### src/rtl/aes_pkg.sv
// Shared types and helpers for the iterative AES-128 round controller.
package aes_pkg;

  localparam int unsigned NUM_ROUNDS = 10;
  localparam logic [7:0] RCON_FIRST = 8'h01;

  typedef enum logic [1:0] {
    StIdle,
    StRound,
    StFinal,
    StDone
  } ctrl_state_e;

  typedef enum logic [1:0] {
    SelInit  = 2'd0,
    SelRound = 2'd1,
    SelFinal = 2'd2
  } state_sel_e;

  typedef enum logic {
    KeyLoad   = 1'b0,
    KeyExpand = 1'b1
  } key_sel_e;

  // GF(2^8) multiply by x, reduced by the AES polynomial.
  function automatic logic [7:0] xtime(input logic [7:0] b);
    return {b[6:0], 1'b0} ^ (b[7] ? 8'h1b : 8'h00);
  endfunction

endpackage

### src/rtl/aes_rcon_gen.sv
// Round-constant register: load to 01, double per round, clear between blocks.
module aes_rcon_gen
  import aes_pkg::*;
(
  input  logic       clk,
  input  logic       reset,
  input  logic       load,
  input  logic       advance,
  input  logic       clear,
  output logic [7:0] rcon
);

  logic [7:0] rcon_q;

  always_ff @(posedge clk) begin
    if (reset || clear) begin
      rcon_q <= 8'h00;
    end else if (load) begin
      rcon_q <= RCON_FIRST;
    end else if (advance) begin
      rcon_q <= xtime(rcon_q);
    end
  end

  assign rcon = rcon_q;

endmodule

### src/rtl/aes_round_ctrl.sv
// Sequencer for the iterative AES-128 state/key register pair.
// Optional abort input enabled by defining AES_CTRL_ABORT_EN.
module aes_round_ctrl
  import aes_pkg::*;
#(
  parameter int unsigned NUM_ROUNDS = aes_pkg::NUM_ROUNDS
) (
  input  logic       clk,
  input  logic       reset,
`ifdef AES_CTRL_ABORT_EN
  input  logic       abort,
`endif
  input  logic       in_valid,
  output logic       in_ready,
  output logic       out_valid,
  input  logic       out_ready,
  output logic       state_en,
  output logic [1:0] state_sel,
  output logic       key_en,
  output logic       key_sel,
  output logic [7:0] rcon,
  output logic [3:0] round
);

  localparam logic [3:0] LastRound = 4'(NUM_ROUNDS - 1);

  ctrl_state_e state_q, state_d;
  logic [3:0]  round_q, round_d;
  state_sel_e  state_sel_d;
  key_sel_e    key_sel_d;
  logic        rcon_load, rcon_adv, rcon_clr;
  logic [7:0]  rcon_q;

  always_ff @(posedge clk) begin
    if (reset) begin
      state_q <= StIdle;
      round_q <= 4'd0;
    end else begin
      state_q <= state_d;
      round_q <= round_d;
    end
  end

  always_comb begin
    state_d     = state_q;
    round_d     = round_q;
    in_ready    = 1'b0;
    out_valid   = 1'b0;
    state_en    = 1'b0;
    key_en      = 1'b0;
    state_sel_d = SelInit;
    key_sel_d   = KeyLoad;
    rcon_load   = 1'b0;
    rcon_adv    = 1'b0;
    rcon_clr    = 1'b0;

    unique case (state_q)
      StIdle: begin
        in_ready = 1'b1;
        if (in_valid) begin
          state_en  = 1'b1;
          key_en    = 1'b1;
          state_d   = StRound;
          round_d   = 4'd1;
          rcon_load = 1'b1;
        end
      end
      StRound: begin
        state_en    = 1'b1;
        key_en      = 1'b1;
        state_sel_d = SelRound;
        key_sel_d   = KeyExpand;
        rcon_adv    = 1'b1;
        round_d     = round_q + 4'd1;
        if (round_q == LastRound) state_d = StFinal;
      end
      StFinal: begin
        state_en    = 1'b1;
        key_en      = 1'b1;
        state_sel_d = SelFinal;
        key_sel_d   = KeyExpand;
        rcon_clr    = 1'b1;
        round_d     = 4'd0;
        state_d     = StDone;
      end
      StDone: begin
        out_valid = 1'b1;
        if (out_ready) state_d = StIdle;
      end
      default: begin
        state_d = StIdle;
        round_d = 4'd0;
      end
    endcase

`ifdef AES_CTRL_ABORT_EN
    if (abort && state_q != StIdle) begin
      out_valid   = 1'b0;
      state_en    = 1'b0;
      key_en      = 1'b0;
      state_sel_d = SelInit;
      key_sel_d   = KeyLoad;
      rcon_adv    = 1'b0;
      rcon_clr    = 1'b1;
      state_d     = StIdle;
      round_d     = 4'd0;
    end
`endif

    // Outputs read idle-quiet for the whole reset cycle, even before state_q settles.
    if (reset) begin
      in_ready    = 1'b0;
      out_valid   = 1'b0;
      state_en    = 1'b0;
      key_en      = 1'b0;
      state_sel_d = SelInit;
      key_sel_d   = KeyLoad;
    end
  end

  aes_rcon_gen u_rcon_gen (
    .clk     (clk),
    .reset   (reset),
    .load    (rcon_load),
    .advance (rcon_adv),
    .clear   (rcon_clr),
    .rcon    (rcon_q)
  );

  assign state_sel = state_sel_d;
  assign key_sel   = key_sel_d;
  assign rcon      = reset ? 8'h00 : rcon_q;
  assign round     = reset ? 4'd0 : round_q;

endmodule

### config.mk
export PLATFORM = sky130hd
export DESIGN_NAME = aes_round_ctrl
export DESIGN_NICKNAME = d
export VERILOG_FILES = /design/src/rtl/aes_pkg.sv /design/src/rtl/aes_rcon_gen.sv /design/src/rtl/aes_round_ctrl.sv
export SDC_FILE = /design/constraint.sdc
export NUM_CORES = 1
export LEC_CHECK = 0
export BUFFER_PORTS_ARGS = -buffer_cell sky130_fd_sc_hd__buf_2
export CORE_MARGIN = 2
export CORE_UTILIZATION = 51
export DETAILED_ROUTE_END_ITERATION = 10
export GPL_ROUTABILITY_DRIVEN = 0
export GPL_TIMING_DRIVEN = 0
export PLACE_DENSITY_LB_ADDON = 0.2
export SLEW_MARGIN = 30
export SYNTH_ARGS = -nofsm -noshare
export SYNTH_HDL_FRONTEND = slang
export SYNTH_SLANG_ARGS = --single-unit
### constraint.sdc
create_clock -name clk -period 2.1 [get_ports clk]
set_input_delay 0 -clock clk [delete_from_list [all_inputs] [get_ports clk]]
set_output_delay 0 -clock clk [all_outputs]
set_load 0.01 [all_outputs]
==> insert_results.sql <==
INSERT INTO impl_metrics (metric_group, metric, value, unit) VALUES
('placed_design', 'pre_cts_slack', '359', 'ps'),
('routing', 'drt_drc_violations_left', '0', ''),
('global_routing', 'grt_antenna_before_repair', '0', ''),
('routing', 'drtAntennaViolNets', '0', ''),
('sta', 'worst_slack', '325', 'ps'),
('power_and_ir_drop', 'power.leakage', '0.472', 'nW'),
('sta', 'final.setup_skew', '1.23', 'ps'),
('placed_design', 'place_hpwl', '1320', 'um'),
('setup_path', 'timing.critical_path.cells', 'inv_1, ha_1, a21oi_1, nor3_1, buf_4, buf_2', ''),
('global_routing', 'grt_first_pass_wirelength', '2750', 'um'),
('floorplan', 'initial_utilization', '0.533', ''),
('floorplan', 'rows', '15', ''),
('clock_tree', 'post_cts_repair_resize_count', '0', ''),
('yosys', 'synth_nets', '114', ''),
('sta', 'min_period_over_period', '0.845', ''),
('clock_tree', 'cts_hold_buffers', '0', ''),
('routing', 'post_drt_wl_per_cell', '12.4', 'um'),
('setup_path', 'critical_path.max_fanout', '7', ''),
('final_layout', 'num-nets-final', '141', ''),
('yosys', 'synth_top_cells_by_area', 'sky130_fd_sc_hd__dfxtp_1 31%, sky130_fd_sc_hd__ha_1 13%, sky130_fd_sc_hd__nor2b_1 13%', ''),
('clock_tree', 'worstSkewPairLatency', '280', 'ps'),
('yosys', 'synthDominantAreaCellType', 'sky130_fd_sc_hd__dfxtp_1', ''),
('yosys', 'syn-mean-instance-area', '8.91', 'um2'),
('global_routing', 'global_route.usage.total', '0.181', ''),
('sta', 'final_hold_viol_count', '0', ''),
('run_status', 'status', 'completed', ''),
('sta', 'tns', '0', 'ps'),
('yosys', 'ys_types', '31', ''),
('clock_tree', 'post-cts-setup-buffer-count', '0', ''),
('floorplan', 'placeableCoreArea', '0.00169', 'mm2'),
('floorplan', 'die_height', '46', 'um'),
('yosys', 'netlist_area', '900', 'um2'),
('global_routing', 'grt-ovfl-total', '0', ''),
('routing', 'vias', '779', ''),
('routing', 'detailedRoute.firstIterationViolations', '11', ''),
('routing', 'drtPass1Iterations', '3', ''),
('sta', 'maxClockFrequency', '0.563', 'GHz'),
('floorplan', 'io-pin-count', '23', ''),
('flow_run', 'drv.max_cap_violation_count', '0', ''),
('clock_tree', 'cts_tree', 'yes', ''),
('yosys', 'syn_inst', '101', ''),
('setup_path', 'required', '2100', 'ps'),
('yosys', 'yosys_warnings', '0', ''),
('floorplan', 'floorplan.die_area', '0.00212', 'mm2'),
('placed_design', 'dpl_cell_area', '0.00103', 'mm2'),
('setup_path', 'critical_path.max_stage_delay', '430', 'ps'),
('sta', 'finalSetupViolations', '0', ''),
('clock_tree', 'worst_setup_hold_path_clk_slew', '90', 'ps'),
('yosys', 'postSynthRegisterBits', '14', ''),
('final_layout', 'layout.cell_area.non_filler', '0.00107', 'mm2'),
('setup_path', 'critical_path.startpoint_type', 'flop', ''),
('final_layout', 'layout-area-overhead-vs-synth', '18.6', '%'),
('routing', 'totalWireLength', '1780', 'um'),
('clock_tree', 'clockBufferDepth', '2', ''),
('sta', 'relSlewSlack', '0.685', ''),
('setup_path', 'endpoint_type_of_the_worst_setup_path', 'output pin', ''),
('setup_path', 'cp.buffers_inverters', '3', ''),
('final_layout', 'n_antenna_cell', '0', ''),
('global_routing', 'pin_count_of_the_biggest_net_entering_global_routing', '11', ''),
('final_layout', 'share_of_final_layout_standard_cells_stronger_than_drive_strength_1', '0.252', ''),
('sta', 'finalWorstPathRequiredPeriod', '1780', 'ps'),
('floorplan', 'die_w', '46', 'um'),
('yosys', 'synth_top_cell_area_share', '0.312', ''),
('global_routing', 'first_global_vias', '671', ''),
('setup_path', 'critical-path-slowest-cell', 'sky130_fd_sc_hd__ha_1', ''),
('yosys', 'synth-seq-area-share', '0.312', ''),
('clock_tree', 'cts-htree-levels', '1', ''),
('placed_design', 'portbufs', '22', ''),
('sta', 'rsz0062_at_grt', 'false', ''),
('power_and_ir_drop', 'powerDensity', '1150', 'mW/mm2'),
('setup_path', 'timing.setup.critical_path_class', 'flop to output pin', ''),
('routing', 'route.detailed.vias_per_inst', '5.41', ''),
('power_and_ir_drop', 'vdd_drop_max', '714', 'uV'),
('clock_tree', 'ctsRootBufferMaster', 'sky130_fd_sc_hd__clkbuf_4', ''),
('setup_path', 'arrival', '1780', 'ps'),
('worst_hold_path', 'holdCritPathClass', 'input pin to flop', ''),
('clock_tree', 'cts.sink_count', '14', ''),
('sta', 'max_slew.worst_pin.slew', '472', 'ps'),
('setup_path', 'cp_top_family', 'adder cells', ''),
('clock_tree', 'numCtsBuffers', '3', ''),
('sta', 'drv_slew', '0', '');
metrics by stage:
stage | cells | utilization | total power, W | hold WS, ps
global placement | 140 | 0.610 | 0.00102 | 350
finish | 144 | 0.632 | 0.00123 | 114
global route | 144 | 0.632 | 0.00132 | 152
floorplan | 101 | - | 0.000863 | 46.4
CTS | 144 | 0.632 | 0.00124 | 119
detailed placement | 140 | 0.610 | 0.00103 | 352
path summary, 6_finish.rpt:
check / end / cells after the start / startpoint / slack (ps)
max: state_en / 6 / state_q[0] / 320
max reg2reg: state_q[1] / 6 / state_q[0] / 340
min: state_q[1] / 3 / reset / 110
min reg2reg: u_rcon_gen.rcon[1] / 2 / u_rcon_gen.rcon[1] / 510
power breakdown:
| part | internal [W] | switching [W] | leakage [nW] |
|---|---|---|---|
| Clock | 0.000106 | 0.0000933 | 0.0210 |
| Sequential | 0.000322 | 0.0000518 | 0.114 |
| Combinational | 0.000301 | 0.000356 | 0.337 |
| Total | 0.000728 | 0.000501 | 0.472 |
flip-flops by register name (all words and copies together) (netlist names):
name / flops
round_q: 4
u_rcon_gen.rcon: 8
state_q: 2
per-layer routing:
layer | track usage | part of all wire
met3 | 0.0238 | 0.039
met1 | 0.239 | 0.49
met4 | 0.120 | 0.031
met5 | 0 | 0
met2 | 0.272 | 0.44
tightest hold or removal path, delay by kind of cell:
kind | cells | cell delay, ps
buffers and inverters | 1 | 150
multiplexers | 1 | 130
AND/OR/NAND/NOR | 1 | 90
layout by cell type (no fill, tap or decap):
| master | instances |
|---|---|
| sky130_fd_sc_hd__a221oi_1 | 1 |
| sky130_fd_sc_hd__clkbuf_4 | 3 |
| sky130_fd_sc_hd__buf_2 | 24 |
| sky130_fd_sc_hd__clkbuf_1 | 3 |
| sky130_fd_sc_hd__nand2_1 | 1 |
| sky130_fd_sc_hd__inv_1 | 3 |
| sky130_fd_sc_hd__buf_6 | 1 |
| sky130_fd_sc_hd__nor2b_1 | 18 |
| sky130_fd_sc_hd__a211o_1 | 1 |
| sky130_fd_sc_hd__ha_1 | 9 |
| sky130_fd_sc_hd__nand4_1 | 1 |
| sky130_fd_sc_hd__dfxtp_1 | 14 |
| sky130_fd_sc_hd__nand3b_1 | 2 |
| sky130_fd_sc_hd__nor2b_4 | 1 |
| sky130_fd_sc_hd__nor3_1 | 2 |
| sky130_fd_sc_hd__or4_1 | 3 |
| sky130_fd_sc_hd__a31oi_1 | 3 |
| sky130_fd_sc_hd__buf_4 | 1 |
| sky130_fd_sc_hd__or4b_1 | 1 |
| sky130_fd_sc_hd__mux2i_1 | 4 |
| sky130_fd_sc_hd__nand4b_1 | 2 |
| sky130_fd_sc_hd__o21ai_0 | 4 |
| sky130_fd_sc_hd__nor2_1 | 9 |
| sky130_fd_sc_hd__a211o_2 | 1 |
| sky130_fd_sc_hd__a21oi_1 | 2 |
| sky130_fd_sc_hd__or2_1 | 1 |
| sky130_fd_sc_hd__nand3_1 | 1 |
| sky130_fd_sc_hd__or3_1 | 1 |
| sky130_fd_sc_hd__clkbuf_8 | 1 |
| sky130_fd_sc_hd__mux2_1 | 1 |
| sky130_fd_sc_hd__a2111oi_0 | 1 |
| sky130_fd_sc_hd__a211oi_1 | 4 |
| sky130_fd_sc_hd__xnor2_1 | 3 |
Yosys cell counts (all sizes together):
master   count
a221oi       1
or4b         1
inv          3
nand3        1
mux2i        4
or4          3
clkbuf       3
a211o        2
a31oi        3
o21ai        4
nor2b       19
buf          4
a211oi       4
nand4b       2
nand4        1
or2          1
a2111oi      1
a21oi        2
ha           9
or3          1
nor2         9
nor3         2
xnor2        3
mux2         1
dfxtp       14
nand3b       2
nand2        1
cell type report:
class,instances,area (um2)
fillers,157,622
multi-input cells,77,568
flip-flops and latches,14,280
repair buffers,22,110
plain buffers,7,40.0
clock buffers,4,36.3
well taps,17,21.3
inverters,3,11.3
kinds of logic after synthesis:
family,synth area share
buffers and inverters,0.0570
AOI/OAI and AO/OA,0.128
and+or+nand+nor,0.292
DFF,0.312
xor gates and xnor gates,0.0292
adders and majority gates,0.125
muxes,0.0570
Power figures use the tool's default switching activity.
